File: src/rtl/adder_if.sv
// Operand/result bundle for the registered adder/subtractor.
// The master drives operands and samples results; the slave is the adder itself.
interface adder_if #(
  parameter int unsigned WIDTH = 1
);
  logic [WIDTH-1:0] a;
  logic [WIDTH-1:0] b;
  logic             ci;
  logic             sub;
  logic             in_valid;
  logic [WIDTH-1:0] y;
  logic             co;
  logic             ovf;
  logic             out_valid;

  modport master (
    output a, b, ci, sub, in_valid,
    input  y, co, ovf, out_valid
  );

  modport slave (
    input  a, b, ci, sub, in_valid,
    output y, co, ovf, out_valid
  );
endinterface

File: src/rtl/adder.sv
// Registered WIDTH-bit ripple-carry adder/subtractor: {co, y} = a + (sub ? ~b : b) + ci.
// One-cycle latency, one operation per clock, synchronous active-high reset.
module adder #(
  parameter int unsigned WIDTH = 1
) (
  input logic    clk,
  input logic    rst,
  adder_if.slave bus
);

  logic [WIDTH-1:0] sum_c;
  logic             carry_out_c;
  logic             carry_msb_c;

  logic [WIDTH-1:0] y_d, y_q;
  logic             co_d, co_q;
  logic             ovf_d, ovf_q;
  logic             out_valid_d, out_valid_q;

  // Chain of full-adder cells; carry_msb_c is the carry into the MSB cell.
  always_comb begin : ripple
    logic [WIDTH-1:0] bb;
    logic             c;
    bb          = bus.sub ? ~bus.b : bus.b;
    c           = bus.ci;
    sum_c       = '0;
    carry_msb_c = bus.ci;
    for (int unsigned i = 0; i < WIDTH; i++) begin
      carry_msb_c = c;
      sum_c[i]    = bus.a[i] ^ bb[i] ^ c;
      c           = (bus.a[i] & bb[i]) | (c & (bus.a[i] ^ bb[i]));
    end
    carry_out_c = c;
  end

  always_comb begin : next_state
    y_d         = y_q;
    co_d        = co_q;
    ovf_d       = ovf_q;
    out_valid_d = bus.in_valid;
    if (bus.in_valid) begin
      y_d   = sum_c;
      co_d  = carry_out_c;
      ovf_d = carry_out_c ^ carry_msb_c;
    end
  end

  always_ff @(posedge clk) begin : out_reg
    if (rst) begin
      y_q         <= '0;
      co_q        <= 1'b0;
      ovf_q       <= 1'b0;
      out_valid_q <= 1'b0;
    end else begin
      y_q         <= y_d;
      co_q        <= co_d;
      ovf_q       <= ovf_d;
      out_valid_q <= out_valid_d;
    end
  end

  assign bus.y         = y_q;
  assign bus.co        = co_q;
  assign bus.ovf       = ovf_q;
  assign bus.out_valid = out_valid_q;

endmodule

File: src/flat_wrapper.sv
// flat-port wrapper written by rule: the top's interface ports become plain ports
module adder_flat 
#(
  parameter int unsigned WIDTH = 1
)
  (clk, rst, bus_a, bus_b, bus_ci, bus_sub, bus_in_valid, bus_y, bus_co, bus_ovf, bus_out_valid);
  adder_if #(.WIDTH(WIDTH)) bus_i ();
  input logic clk;
  input logic rst;
  input wire logic [$bits(bus_i.a)-1:0] bus_a;
  input wire logic [$bits(bus_i.b)-1:0] bus_b;
  input wire logic [$bits(bus_i.ci)-1:0] bus_ci;
  input wire logic [$bits(bus_i.sub)-1:0] bus_sub;
  input wire logic [$bits(bus_i.in_valid)-1:0] bus_in_valid;
  output wire logic [$bits(bus_i.y)-1:0] bus_y;
  output wire logic [$bits(bus_i.co)-1:0] bus_co;
  output wire logic [$bits(bus_i.ovf)-1:0] bus_ovf;
  output wire logic [$bits(bus_i.out_valid)-1:0] bus_out_valid;
  assign bus_i.a = bus_a;
  assign bus_i.b = bus_b;
  assign bus_i.ci = bus_ci;
  assign bus_i.sub = bus_sub;
  assign bus_i.in_valid = bus_in_valid;
  assign bus_y = bus_i.y;
  assign bus_co = bus_i.co;
  assign bus_ovf = bus_i.ovf;
  assign bus_out_valid = bus_i.out_valid;
  adder #(.WIDTH(WIDTH)) u_core (.clk(clk), .rst(rst), .bus(bus_i));
endmodule
File: config.mk
export PLATFORM = sky130hd
export DESIGN_NAME = adder_flat
export DESIGN_NICKNAME = d
export VERILOG_FILES = /design/src/rtl/adder_if.sv /design/src/rtl/adder.sv /design/src/flat_wrapper.sv
export SDC_FILE = /design/constraint.sdc
export NUM_CORES = 1
export LEC_CHECK = 0
export BUFFER_PORTS_ARGS = -buffer_cell sky130_fd_sc_hd__buf_2
export CAP_MARGIN = 20
export CORE_AREA = 10 10 47 49
export CTS_CLUSTER_DIAMETER = 30
export CTS_CLUSTER_SIZE = 12
export DETAILED_ROUTE_END_ITERATION = 10
export DIE_AREA = 0 0 57 59
export GPL_TIMING_DRIVEN = 0
export PLACE_DENSITY = 0.37
export SLEW_MARGIN = 25
export SYNTH_ARGS = -nofsm -noshare
export SYNTH_HDL_FRONTEND = slang
export SYNTH_SLANG_ARGS = --single-unit
File: constraint.sdc
create_clock -name clk -period 1.3 [get_ports clk]
set_clock_uncertainty 0.1 [all_clocks]
set_input_delay 0.065 -clock clk [delete_from_list [all_inputs] [get_ports clk]]
set_output_delay 0.065 -clock clk [all_outputs]
set_load 0.005 [all_outputs]
==> After elaboration in Yosys (flattened, before gate mapping) <==
Cells that the tools add are included.
{ "word_totals": {"ff_bits": 4, "inputBits": 7, "out_inout_bits": 4, "wordCells": 12} }
{ "classes": {"n_mux": 1, "bitwise_logic": 7} }
{ "op_table": {"columns": ["cell", "count"], "rows": [
  ["1-bit XOR", 3],
  ["1-bit AND", 2],
  ["1-bit two-way mux", 1],
  ["1-bit inverter", 1],
  ["1-bit bitwise OR", 1]
]} }

==> Logic depth before layout (Yosys ltp) <==
{ "logic_depth": {"depth_word": 6, "ltp_mapped": 4, "ltp_nobuf": 4} }

==> Least setup slack after synthesis <==
Ideal clock, no wire load.
{ "synth_path": {"path_type": "input-to-reg", "start": "input bus_b", "end": "register u_core.ovf_q (netlist: u_core.bus.ovf)", "setup_ps": 114, "arrival_ps": 862, "required_time_ps": 1086, "setup_slack_ps": 224, "cell_stages": 4, "path_buffers": 0, "path_cell_list": "xnor2_1 fa_1 xnor2_1 a21o_1"} }
{ "synth_between": {"elab_chain_cells": 6, "elab_cells_between_ends": 7, "cone_classes": "mux (1); bitwise (6)"} }
{ "synth_lines": {"columns": ["item", "line_no", "source"], "rows": [
  ["start: declaration", "flat_wrapper.sv:11", "input wire logic [$bits(bus_i.b)-1:0] bus_b;"],
  ["1-bit inverter", "adder.sv:24", "bb = bus.sub ? ~bus.b : bus.b;"],
  ["1-bit two-way mux *", "adder.sv:24", null],
  ["1-bit XOR", "adder.sv:31", "c = (bus.a[i] & bb[i]) | (c & (bus.a[i] ^ bb[i]));"],
  ["1-bit AND", "adder.sv:31", null],
  ["1-bit bitwise OR *", "adder.sv:31", null],
  ["1-bit XOR *", "adder.sv:44", "ovf_d = carry_out_c ^ carry_msb_c;"],
  ["end signal: assignment", "adder.sv:57", "ovf_q <= ovf_d;"],
  ["end: declaration", "adder.sv:17", "logic ovf_d, ovf_q;"]
]} }
Mark *: on every way between the ends. The rest lies on a longest branch, timed or not.
A chain may end at the register's enable or synchronous reset.

==> Final worst setup path <==
Same ends and word-level chain as after synthesis.

==> impl_metrics.toml <==
[grt]
grt_overflow = 0
antenna_found_initial = 0
grt_pass1_vias = 200
grt_pass1_wl_um = 821
grt_usage_pct = 3.38
grt_max_degree = 7

[sta]
setup-violations-final = 0
rsz0062_at_grt = "no"
relSlewSlack_pct = 87.2
tns_ns = 0
fin_crit_sh_pct = 78.1
slew_viol_final = 0
worst-slew-pin-transition_ns = 0.191
hold_viol = 0
post-route-min-period_ns = 1.02
clock.fmax_ghz = 0.985

[worst_setup_path]
path_class = "in -> reg"
r2r_end = "u_core.bus.ovf"
startpoint_type = "primary input"
cp-endpoint = "u_core.bus.ovf"
critPathLaunch = "bus_b"
reg2reg_slack_ns = 0.53
ff2ff_path_depth = 2
endpoint_kind = "flip-flop"
reg2reg_from = "u_core.bus.ovf"
worstPathArrival_ns = 1.04
worstPathRequired_ns = 1.32
cp_max_fo = 2

[clock_tree]
clockBufferDepth = 2
cts_root_buf = "clkbuf_4"
h-tree-depth = 1
cts_resized = 0
numCtsBuffers = 3
cts_sinks = 4
post_cts_buffers = 0
clk_latency_ns = 0.23
cts.clk_slew.worst_paths_ns = 0.03
cts_tree = "yes"

[layout]
multi_input_area_um2 = 88.8
ff_latch_area_um2 = 80.1
layout-drive-gt1-share_pct = 45.2
nets = 41
n_antenna_cell = 0
area_delta_synth_final_pct = 63.8
fin_cells = 47
nFillCells = 170

[outcome]
outcome = "finished clean"

[floorplan]
die_area_um2 = 3360
die_w_um = 57
die_y_um = 59
ios = 11
core_area_um2 = 1400
start_util_pct = 12.6
rows = 14

[logic_synthesis]
syn_avg_cell_area_um2 = 11.0
post-synth-top-count-cell = "dfxtp_1"
synth.cell_area_um2 = 176
syn-num-nets = 24
synth_edf_count = 0
synth_top_area_cell = "dfxtp_1"
yosysSeqAreaShare_pct = 45.4
syn_inst = 16
synth-seq-cells = 4
yosys_warnings = 0
synth_common_cells = "4 x dfxtp_1, 2 x a211oi_1, 2 x inv_1, 2 x nor2_1, 2 x xnor2_1"
async_reset_ff_share_pct = 0
synth_top_cell_area_share_pct = 45.4
synth_cell_types = 9
synthFlopType = "dfxtp_1"
synthTopCellsByArea = "dfxtp_1 45%, fa_1 11%, xnor2_1 9.9%"

[power]
leakagePower_uw = 0.000145
swShare_pct = 21.7
pwr-share-seq_pct = 39.7
p_per_area_nw_per_um2 = 1200
max-vdd-ir-drop_uv = 184
p_comb_share_pct = 18.0
switching_power_uw = 75.1
p_clk_share_pct = 42.4
p_int_uw = 271

[route]
vias_per_cell = 3.51
drc = 0
dr.pass1.iters = 1
finalWirelength_um = 500
drtAntennaViolNets = 0
first_iter_violations = 0
wl_per_cell_um = 10.6
vias = 165

[placed_design]
dp.cells = 42
io_buffers = 10
gp_congestion = 0.666

[worst_hold_path]
hp-class = "in -> reg"

[flow_run]
max_cap_viol_count = 0
-- cell families (layout without fill, tap and decap cells) --
| logic type | Yosys count | after routing | share of synthesized area, % |
|---|---|---|---|
| fa+ha+maj | 1 | 1 | 11.3 |
| compound gates | 3 | 3 | 12.8 |
| buf+inv | 2 | 17 | 4.26 |
| xor+xnor | 2 | 2 | 9.93 |
| flops | 4 | 4 | 45.4 |
| simple gates | 4 | 4 | 16.3 |
-- cell usage in the layout, fill, tap and decap left out --
master,netlist,layout
dlygate4sd3_1,0,2
fa_1,1,1
nor2_1,2,2
clkbuf_4,0,3
nor3b_1,1,1
nor2b_4,1,1
dfxtp_1,4,4
buf_2,0,10
a21o_1,1,1
inv_1,2,2
a211oi_1,2,2
xnor2_1,2,2
-- cell type report --
class / count / share of cell area, %
multi-input combinational: 10 / 30.7
sequential: 4 / 27.7
timing repair buffer: 12 / 24.2
clock buffer: 3 / 7.79
tap: 16 / 6.93
inverter: 2 / 2.60
-- layer usage --
layer | wire length, µm | part of all wire [%] | vias to the layer above | track usage (%)
li1 | - | - | 82 | -
met1 | 191 | 38 | 70 | 2.39
met2 | 192 | 38 | 13 | 4.50
met3 | 117 | 23 | 0 | 3.65
met4 | 0 | 0 | 0 | 4.03
met5 | 0 | 0 | - | 0
-- stage by stage --
stage	worst slack, ns	cell area (µm²)	hold WS [ns]	utilization (%)	total power (µW)
after floorplan	0.224	176	0.0332	-	168
after CTS	0.277	289	0.0790	20.6	360
final	0.284	289	0.0841	20.6	346
after global routing	0.239	289	0.110	20.6	370
after global placement	0.0667	246	0.201	17.6	196
after detailed placement	0.0531	246	0.209	17.6	197
-- state kept, by name, summed over array words and instances, names as in the netlist --
signal,cells
u_core.bus.ovf,1
u_core.bus.co,1
u_core.bus.y,1
u_core.bus.out_valid,1
-- power groups by stage --
stage	logic, µW	clock network, µW	registers [µW]
final	62.2	147	137
after detailed placement	57.8	0	139
after global placement	57.5	0	139
after floorplan	27.0	0	141
after global routing	70.1	161	138
after CTS	64.5	157	138
-- critical path, stage by stage --
cell	delay (ns)
buf_2	0.10
xnor2_1	0.13
fa_1	0.42
xnor2_1	0.15
a21o_1	0.17
-- timing repair --
action | CTS | global route
setup endpoints to repair | 0 | 0
hold endpoints to repair | 3 | 0
hold buffers | 2 | 0
-- how the worst min path moves through the flow --
stage           start              endpoint  depth (start not counted)
2_1_floorplan     rst  u_core.bus.out_valid                          1
6_report       bus_ci        u_core.bus.ovf                          3
3_3_place_gp      rst  u_core.bus.out_valid                          2
5_1_grt        bus_ci        u_core.bus.ovf                          3
3_5_place_dp      rst  u_core.bus.out_valid                          2
4_1_cts        bus_ci        u_core.bus.ovf                          3
(Power assumes the default switching activity.)
